<file path="src/rtl/instr_fetch.sv">
// ----------------------------------------------------------------------------
// instr_fetch
//
// Sequential instruction fetch unit.
//
// A PC register drives a synchronous instruction memory (one-cycle read
// latency). Returned words are queued with their byte PC in a 2-entry output
// FIFO. The consumer sees the FIFO head via a valid/ready handshake. At most
// two instructions are ever held or outstanding (FIFO entries plus the one
// read in flight), so the FIFO can never overflow.
//
// Optional feature (macro INSTR_FETCH_REDIRECT_EN):
//   defined   - redirect_valid flushes the FIFO, discards any in-flight read
//               and reloads the PC from redirect_pc (word aligned).
//   undefined - redirect_valid / redirect_pc are present but ignored.
//
// Ports:
//   clk            in   clock, all state updates on the rising edge
//   reset_n        in   synchronous active-low reset
//   redirect_valid in   load redirect_pc into the PC this cycle
//   redirect_pc    in   redirect target byte address
//   mem_read       out  read strobe to instruction memory
//   mem_address    out  word address (pc >> 2)
//   mem_data       in   read data, valid one cycle after mem_read
//   instr_valid    out  FIFO head is available
//   instr_ready    in   consumer accepts the head
//   instr_pc       out  byte PC of the head instruction (0 when empty)
//   instr_data     out  head instruction word (0 when empty)
// ----------------------------------------------------------------------------
module instr_fetch #(
    parameter int unsigned              address_width = 16,
    parameter int unsigned              data_width    = 32,
    parameter logic [address_width-1:0] reset_pc      = '0
) (
    input  logic                     clk,
    input  logic                     reset_n,
    input  logic                     redirect_valid,
    input  logic [address_width-1:0] redirect_pc,
    output logic                     mem_read,
    output logic [address_width-1:0] mem_address,
    input  logic [data_width-1:0]    mem_data,
    output logic                     instr_valid,
    input  logic                     instr_ready,
    output logic [address_width-1:0] instr_pc,
    output logic [data_width-1:0]    instr_data
);

    logic [address_width-1:0] pc_q, pc_d;
    logic [address_width-1:0] inflight_pc_q, inflight_pc_d;
    logic                     inflight_q, inflight_d;
    logic [1:0]               count_q, count_d;
    logic [address_width-1:0] fifo_pc_q [2];
    logic [address_width-1:0] fifo_pc_d [2];
    logic [data_width-1:0]    fifo_data_q [2];
    logic [data_width-1:0]    fifo_data_d [2];

    logic                     redirect;
    logic [address_width-1:0] redirect_target;
    logic                     pop;
    logic                     issue;
    logic [2:0]               occupancy;

`ifdef INSTR_FETCH_REDIRECT_EN
    logic unused_redirect_lsbs;
    assign redirect             = redirect_valid;
    assign redirect_target      = {redirect_pc[address_width-1:2], 2'b00};
    assign unused_redirect_lsbs = ^redirect_pc[1:0];
`else
    logic unused_redirect;
    assign redirect        = 1'b0;
    assign redirect_target = reset_pc;
    assign unused_redirect = ^{redirect_valid, redirect_pc};
`endif

    // Outputs are masked during the reset cycle so nothing is handed out or
    // requested while state is being cleared.
    always_comb begin
        instr_valid = reset_n && (count_q != 2'd0);
        pop         = instr_valid && instr_ready;
        // Entries held plus the one in flight, after this cycle's pop.
        occupancy   = {1'b0, count_q} + {2'b00, inflight_q} - {2'b00, pop};
        issue       = reset_n && !redirect && (occupancy < 3'd2);
        mem_read    = issue;
        mem_address = pc_q >> 2;
        instr_pc    = instr_valid ? fifo_pc_q[0]   : '0;
        instr_data  = instr_valid ? fifo_data_q[0] : '0;
    end

    always_comb begin
        pc_d          = pc_q;
        inflight_d    = inflight_q;
        inflight_pc_d = inflight_pc_q;
        count_d       = count_q;
        fifo_pc_d     = fifo_pc_q;
        fifo_data_d   = fifo_data_q;

        if (redirect) begin
            // Flush everything; the pending memory response is dropped by
            // clearing inflight so it never gets pushed.
            pc_d       = redirect_target;
            inflight_d = 1'b0;
            count_d    = 2'd0;
        end else begin
            inflight_d = issue;
            if (issue) begin
                pc_d          = pc_q + address_width'(4);
                inflight_pc_d = pc_q;
            end

            // Push happens the cycle after issue, when mem_data is valid.
            unique case ({inflight_q, pop})
                2'b01: begin
                    fifo_pc_d[0]   = fifo_pc_q[1];
                    fifo_data_d[0] = fifo_data_q[1];
                    count_d        = count_q - 2'd1;
                end
                2'b10: begin
                    fifo_pc_d[count_q[0]]   = inflight_pc_q;
                    fifo_data_d[count_q[0]] = mem_data;
                    count_d                 = count_q + 2'd1;
                end
                2'b11: begin
                    if (count_q == 2'd1) begin
                        fifo_pc_d[0]   = inflight_pc_q;
                        fifo_data_d[0] = mem_data;
                    end else begin
                        fifo_pc_d[0]   = fifo_pc_q[1];
                        fifo_data_d[0] = fifo_data_q[1];
                        fifo_pc_d[1]   = inflight_pc_q;
                        fifo_data_d[1] = mem_data;
                    end
                end
                default: ;
            endcase
        end
    end

    always_ff @(posedge clk) begin
        if (!reset_n) begin
            pc_q          <= reset_pc;
            inflight_q    <= 1'b0;
            inflight_pc_q <= '0;
            count_q       <= 2'd0;
        end else begin
            pc_q          <= pc_d;
            inflight_q    <= inflight_d;
            inflight_pc_q <= inflight_pc_d;
            count_q       <= count_d;
        end
    end

    // Payload storage needs no reset: entries are only visible when counted.
    always_ff @(posedge clk) begin
        fifo_pc_q   <= fifo_pc_d;
        fifo_data_q <= fifo_data_d;
    end

endmodule

</file>
<file path="config.mk">
export PLATFORM = sky130hd
export DESIGN_NAME = instr_fetch
export DESIGN_NICKNAME = d
export VERILOG_FILES = /design/src/rtl/instr_fetch.sv
export SDC_FILE = /design/constraint.sdc
export NUM_CORES = 1
export LEC_CHECK = 0
export CAP_MARGIN = 20
export CORE_MARGIN = 2
export CORE_UTILIZATION = 56
export DETAILED_ROUTE_END_ITERATION = 7
export PLACE_DENSITY_LB_ADDON = 0.3
export SLEW_MARGIN = 0
export SYNTH_ARGS = -nofsm -noshare
export SYNTH_HDL_FRONTEND = slang
export SYNTH_SLANG_ARGS = --single-unit
</file>
<file path="constraint.sdc">
create_clock -name clk -period 16.8 [get_ports clk]
set_clock_uncertainty 0.15 [all_clocks]
set_input_delay 3.36 -clock clk [delete_from_list [all_inputs] [get_ports clk]]
set_output_delay 3.36 -clock clk [all_outputs]
set_load 0.1 [all_outputs]
</file>
==> impl_metrics.sql, run 1 <==
INSERT INTO impl_metrics (metric_group, metric, value, unit) VALUES
('status', 'run_status', 'complete, no violations', ''),
('clock_network', 'clkLatencyLatePin', '0.53', 'ns'),
('placed_design', 'dpl_worst_slack', '5.70', 'ns'),
('clock_network', 'cts_tree', 'yes', ''),
('timing', 'layout_min_cycle_time', '11.32', 'ns'),
('clock_network', 'clkSinkCount', '127', ''),
('power', 'power.share.sequential', '30.9', '%'),
('logic_synthesis', 'synth-edff-count', '96', ''),
('route', 'drc', '0', ''),
('logic_synthesis', 'synth.avg_cell_area', '11.5', 'um^2'),
('final_layout', 'fin_nets', '678', ''),
('clock_network', 'clkTransAtPathRegs', '0.06', 'ns'),
('setup_path', 'cp_max_fo', '52', ''),
('timing', 'finalSetupTns', '0', 'ns'),
('timing', 'maxSlewViolCount', '0', ''),
('floorplanning', 'placement_rows', '38', ''),
('hold_path', 'min_path_type', 'reg -> reg', ''),
('final_layout', 'regArea', '3500', 'um^2'),
('route', 'routed_vias', '4481', ''),
('clock_network', 'tritoncts.num_buffers', '17', ''),
('floorplanning', 'io_pins', '118', ''),
('clock_network', 'ctsHoldBuffers', '0', ''),
('final_layout', 'num_antenna_cells', '0', ''),
('floorplanning', 'core-area', '10800', 'um^2'),
('power', 'p_comb_share', '45.4', '%'),
('timing', 'worst_pin_slew', '1.01', 'ns'),
('final_layout', 'layout-drive-gt1-share', '7.11', '%'),
('global_routing', 'antenna_found_initial', '0', ''),
('final_layout', 'layout.cells.non_filler', '773', ''),
('power', 'sw_frac_of_total', '42.9', '%'),
('placed_design', 'postPlaceCellArea', '7190', 'um^2'),
('setup_path', 'element_type_at_the_critical_path_start', 'input port', ''),
('logic_synthesis', 'synth_seq_cells', '127', ''),
('placed_design', 'dpl.hpwl', '7.90', 'mm'),
('global_routing', 'grt_start_max_net_pins', '53', ''),
('route', 'detail-route-antenna-nets', '0', ''),
('global_routing', 'grt_pass1_wl', '22.3', 'mm'),
('route', 'detail_route.wl_per_cell', '18.1', 'um'),
('logic_synthesis', 'area_of_the_mapped_netlist', '6140', 'um^2'),
('timing', 'finalWorstSetupSlack', '5.48', 'ns'),
('route', 'vias_per_cell', '5.80', ''),
('final_layout', 'final_common_cell', 'clkdlybuf4s50_1', ''),
('final_layout', 'nFillCells', '762', ''),
('setup_path', 'worstSetupPathType', 'in -> out', ''),
('clock_network', 'cts.repair.resized', '0', ''),
('floorplanning', 'die-area', '11800', 'um^2'),
('floorplanning', 'die_height', '109', 'um'),
('clock_network', 'post-cts-setup-buffers', '0', ''),
('placed_design', 'port-buffer-count', '98', ''),
('timing', 'rsz_0062_raised_after_global_routing', 'no', ''),
('power', 'p_switching', '697', 'uW'),
('floorplanning', 'initial_utilization', '56.9', '%'),
('timing', 'min_period_over_period', '67.4', '%'),
('logic_synthesis', 'sequential_to_total_area_share_from_yosys_stat', '57.0', '%'),
('power', 'leakagePower', '2.69', 'nW'),
('timing', 'slew-limit-headroom', '32.2', '%'),
('placed_design', 'placed_cells_incl_taps', '739', ''),
('global_routing', 'gr-total-overflow', '0', ''),
('route', 'drt_iter0_markers', '339', ''),
('floorplanning', 'die_w', '109', 'um'),
('job', 'max_cap_viol_count', '0', ''),
('route', 'detail_route.first_pass.iterations', '5', ''),
('logic_synthesis', 'most_common_flop_cell_mapped_by_yosys', 'edfxtp_1', ''),
('final_layout', 'multiInputGateArea', '2460', 'um^2'),
('logic_synthesis', 'yosysWarningCount', '0', ''),
('timing', 'final-setup-viol-count', '0', ''),
('global_routing', 'first_global_vias', '4396', ''),
('setup_path', 'data_required_critical_path', '13.29', 'ns'),
('final_layout', 'area.growth.synth_to_final', '27.8', '%'),
('final_layout', 'layout.cell_area.non_filler', '7850', 'um^2'),
('power', 'worst_ir_drop_on_vdd', '0.137', 'mV');
state kept, by name, indices dropped and copies added (netlist names):
| register | cells |
|---|---|
| inflight_pc_q | 14 |
| count_q | 2 |
| pc_q | 14 |
| inflight_q | 1 |
| fifo_data_q | 64 |
| fifo_pc_q | 32 |
synthesized netlist by cell type, drive strengths merged (2+ instances only):
| cell | instances | area, um^2 |
|---|---|---|
| ha | 5 | 62.6 |
| o31ai | 3 | 22.5 |
| nor2b | 52 | 325 |
| edfxtp | 96 | 2880 |
| xor2 | 4 | 35.0 |
| dfxtp | 31 | 621 |
| nand2 | 38 | 143 |
| and2 | 52 | 325 |
| or2 | 2 | 12.5 |
| o211ai | 2 | 15.0 |
| nand3 | 10 | 55.1 |
| nand4 | 3 | 18.8 |
| inv | 6 | 22.5 |
| clkbuf | 25 | 93.8 |
| buf | 13 | 91.3 |
| nor2 | 54 | 203 |
| or4 | 5 | 37.5 |
| mux2i | 42 | 420 |
| a221o | 46 | 460 |
| a21oi | 21 | 109 |
| o21ai | 2 | 10.0 |
| a22o | 2 | 17.5 |
| xnor2 | 7 | 68.8 |
layer usage:
layer | track usage [%] | vias up | wire length, um
li1 | - | 2113 | -
met1 | 32.0 | 2179 | 5940
met2 | 40.6 | 169 | 7030
met3 | 5.32 | 20 | 805
met4 | 10.6 | 0 | 244
met5 | 0 | - | 0
cell families after synthesis:
kind of cell | count (synthesis) | share of synthesized area, %
muxes | 42 | 6.84
adders and majority gates | 6 | 1.34
and+or+nand+nor | 224 | 19.2
buffers and inverters | 45 | 3.44
other | 1 | 0.0610
DFF | 127 | 57.0
xor gates and xnor gates | 11 | 1.69
AOI/OAI and AO/OA | 77 | 10.4
metrics by stage:
step	utilization, %	hold slack, ns
6_report	72.7	0.324
5_1_grt	72.7	0.353
4_1_cts	72.3	0.323
3_5_place_dp	66.6	0.305
3_3_place_gp	66.6	0.304
2_1_floorplan	-	0.290
path summary, 6_finish.rpt:
check                         start                 to  depth (start not counted)  slack [ns]
setup / recovery            reset_n           mem_read                         11        5.48
hold reg to reg   inflight_pc_q[13]  inflight_pc_q[13]                          2        0.32
setup reg to reg         count_q[1]           pc_q[15]                         12       12.71
hold / removal    inflight_pc_q[13]  inflight_pc_q[13]                          2        0.32
power by group through the flow:
stage                     Clock, mW  Combinational [mW]  Sequential, mW
after floorplan                   0               0.556           0.512
after global placement            0               0.701           0.502
after detailed placement          0               0.714           0.508
after CTS                     0.388               0.724           0.503
after global routing          0.402               0.782           0.512
final                         0.385               0.738           0.503
final cells by class:
class,instances,area share [%]
Sequential cell,127,44.6
Multi-Input combinational cell,362,31.3
Timing Repair Buffer,105,13.6
Clock buffer,21,5.47
Clock inverter,11,2.41
Tap cell,140,2.23
Inverter,7,0.335
worst max-delay path, stage by stage:
cell	delay [ns]
clkdlybuf4s50_1	0.66
and2b_1	0.17
buf_4	0.38
nand2_1	0.20
nor2_1	0.26
o21ai_0	0.21
fa_1	0.49
xnor2_2	0.30
nand2_1	0.40
nor2_1	0.20
clkdlybuf4s50_1	1.15
Note: power is estimated with default switching activity, not from simulation.
==> run 2: changes to the inputs <==
--- a/config.mk
+++ b/config.mk
@@ -7,7 +7,7 @@
 export LEC_CHECK = 0
 export CAP_MARGIN = 20
 export CORE_MARGIN = 2
-export CORE_UTILIZATION = 56
+export CORE_UTILIZATION = 52
 export DETAILED_ROUTE_END_ITERATION = 7
 export PLACE_DENSITY_LB_ADDON = 0.3
 export SLEW_MARGIN = 0
==> constraint.sdc (replaced) <==
create_clock -name clk -period 11.19 [get_ports clk]
set_clock_uncertainty 0.15 [all_clocks]
set_input_delay 2.238 -clock clk [delete_from_list [all_inputs] [get_ports clk]]
set_output_delay 2.238 -clock clk [all_outputs]
set_load 0.1 [all_outputs]
==> run 2 against run 1 <==
Final area is 0.94% lower. Worst setup slack worse by 3.1 ns. Critical path depth stayed put. Sequential cell count stayed put. Core utilization is 4.9 points lower. Clock-buffer cell count is 6 higher. Critical endpoint unchanged. Largest cell class unchanged. Highest routed layer unchanged.
==> impl_metrics.sql, run 2 (synthesis results as in run 1) <==
INSERT INTO impl_metrics (metric_group, metric, value, unit) VALUES
('floorplanning', 'die-area', '12700', 'um^2'),
('final_layout', 'layout_common_cells', '98 x clkdlybuf4s50_1, 96 x edfxtp_1, 53 x nor2_1, 52 x nor2b_1, 51 x and2_1', ''),
('clock_network', 'cts-htree-levels', '4', ''),
('clock_network', 'cts_tree', 'yes', ''),
('setup_path', 'timing.critical_path.from', 'reset_n', ''),
('final_layout', 'fin_nets', '677', ''),
('clock_network', 'ctsHoldBuffers', '0', ''),
('global_routing', 'grt_start_max_net_pins', '53', ''),
('power', 'power-per-cell-area', '302', 'nW/um^2'),
('timing', 'maxSlewViolCount', '0', ''),
('placed_design', 'port-buffer-count', '98', ''),
('setup_path', 'worstSetupPathType', 'in -> out', ''),
('setup_path', 'critPathCapture', 'mem_read', ''),
('final_layout', 'fin_util', '67.8', '%'),
('route', 'detail_route.first_pass.iterations', '6', ''),
('clock_network', 'post-cts-setup-buffers', '0', ''),
('hold_path', 'min_path_type', 'reg -> reg', ''),
('hold_path', 'hold_path_depth', '2', ''),
('floorplanning', 'core-area', '11500', 'um^2'),
('floorplanning', 'die_w', '113', 'um'),
('floorplanning', 'placement_rows', '39', ''),
('setup_path', 'r2r_start', 'count_q[1]', ''),
('clock_network', 'clkTransAtPathRegs', '0.05', 'ns'),
('hold_path', 'min-delay-start', 'inflight_pc_q[12]', ''),
('floorplanning', 'io_pins', '118', ''),
('placed_design', 'dpl.hpwl', '8.03', 'mm'),
('route', 'drc', '0', ''),
('floorplanning', 'die_height', '113', 'um'),
('placed_design', 'finalWeightedCongestion', '0.821', ''),
('setup_path', 'endpoint_of_the_lowest_slack_register_to_register_path', 'pc_q[15]', ''),
('route', 'detail_route.wl_per_cell', '17.2', 'um'),
('timing', 'slew-limit-headroom', '29.2', '%'),
('floorplanning', 'initial_utilization', '53.6', '%'),
('placed_design', 'placed_cells_incl_taps', '742', ''),
('final_layout', 'largest_registers', 'fifo_data_q: 64 flops, fifo_pc_q: 32 flops', ''),
('timing', 'min_period_over_period', '78.7', '%'),
('clock_network', 'clkLatencyLatePin', '0.41', 'ns'),
('final_layout', 'layout.cells.non_filler', '775', ''),
('setup_path', 'worst-r2r-setup-slack', '7.40', 'ns'),
('power', 'worst_ir_drop_on_vdd', '0.177', 'mV'),
('final_layout', 'area.growth.synth_to_final', '26.6', '%'),
('timing', 'timing_hold_violations_final', '0', ''),
('setup_path', 'element_type_at_the_critical_path_start', 'input port', ''),
('route', 'vias_per_cell', '5.70', ''),
('timing', 'finalSetupTns', '0', 'ns'),
('clock_network', 'cts.repair.resized', '0', ''),
('route', 'drt_iter0_markers', '323', ''),
('final_layout', 'num_antenna_cells', '0', ''),
('final_layout', 'regMostFlops', 'fifo_data_q', ''),
('global_routing', 'gr-usage-all-layers', '21.8', '%'),
('timing', 'holdWs', '0.312', 'ns'),
('final_layout', 'final_common_cell', 'clkdlybuf4s50_1', ''),
('global_routing', 'gr-total-overflow', '0', ''),
('route', 'detail-route-antenna-nets', '0', ''),
('timing', 'max_freq', '114', 'MHz'),
('timing', 'layout_min_cycle_time', '8.80', 'ns'),
('setup_path', 'r2r.worst_path.cells', '12', ''),
('job', 'max_cap_viol_count', '0', ''),
('setup_path', 'arrival', '6.42', 'ns'),
('global_routing', 'antenna_found_initial', '0', ''),
('clock_network', 'clock_path_buffers', '2', ''),
('clock_network', 'clkSinkCount', '127', ''),
('setup_path', 'data_required_critical_path', '8.80', 'ns'),
('timing', 'worst_pin_slew', '1.06', 'ns'),
('timing', 'final-setup-viol-count', '0', ''),
('global_routing', 'grt_pass1_wl', '22.0', 'mm'),
('timing', 'rsz_0062_raised_after_global_routing', 'no', ''),
('clock_network', 'clk_root_buffer_cell', 'clkbuf_16', ''),
('route', 'routed_wirelength', '13.3', 'mm'),
('power', 'report.power.total', '2.35', 'mW'),
('global_routing', 'first_global_vias', '4383', ''),
('clock_network', 'tritoncts.num_buffers', '17', ''),
('final_layout', 'nFillCells', '878', ''),
('route', 'routed_vias', '4418', ''),
('power', 'leakagePower', '2.67', 'nW'),
('setup_path', 'cp_max_fo', '52', ''),
('setup_path', 'setup.worst_path.end_class', 'primary output', ''),
('status', 'run_status', 'complete, no violations', ''),
('final_layout', 'layout-drive-gt1-share', '6.96', '%'),
('final_layout', 'max_ffs_per_register', '64', '');
-- run 2: worst min path at each step --
stage	to
after floorplan	inflight_pc_q[10]
after global placement	inflight_pc_q[10]
after detailed placement	inflight_pc_q[12]
after CTS	inflight_pc_q[12]
after global routing	inflight_pc_q[12]
final	inflight_pc_q[12]
-- run 2: stage by stage --
| stage | instance area (um^2) | setup slack (ns) |
|---|---|---|
| 5_1_grt | 7780 | 2.03 |
| 6_report | 7780 | 2.39 |
| 4_1_cts | 7750 | 2.34 |
| 3_3_place_gp | 7190 | 2.42 |
| 3_5_place_dp | 7190 | 2.39 |
| 2_1_floorplan | 6150 | 3.61 |
-- run 2: routing by layer --
| layer | vias to the layer above | share of wire [%] | global-route usage (%) |
|---|---|---|---|
| li1 | 2104 | - | - |
| met1 | 2124 | 44 | 28.0 |
| met2 | 170 | 48 | 35.8 |
| met3 | 20 | 7.1 | 6.00 |
| met4 | 0 | 1.6 | 8.13 |
| met5 | - | 0 | 0 |
-- run 2: report_power, final --
group          internal, mW  switching, mW
Combinational         0.310          0.777
Clock                 0.324          0.185
Sequential            0.694         0.0588
Total                  1.33           1.02
-- run 2: area by class of cell --
cell class | count | area, um^2 | area share (%)
inverter | 7 | 26.3 | 0.338
clock inverter | 5 | 26.3 | 0.338
tap | 143 | 179 | 2.30
multi-input combinational | 362 | 2460 | 31.6
timing repair buffer | 104 | 1050 | 13.4
sequential | 127 | 3500 | 45.1
clock buffer | 27 | 534 | 6.87
-- run 2: critical path, stage by stage --
cell	delay (ns)
clkdlybuf4s50_1	0.63
and2b_1	0.16
buf_4	0.38
nand2_1	0.18
nor2_1	0.19
o21ai_0	0.14
fa_1	0.45
xnor2_2	0.29
nand2_1	0.40
nor2_1	0.20
clkdlybuf4s50_1	1.16
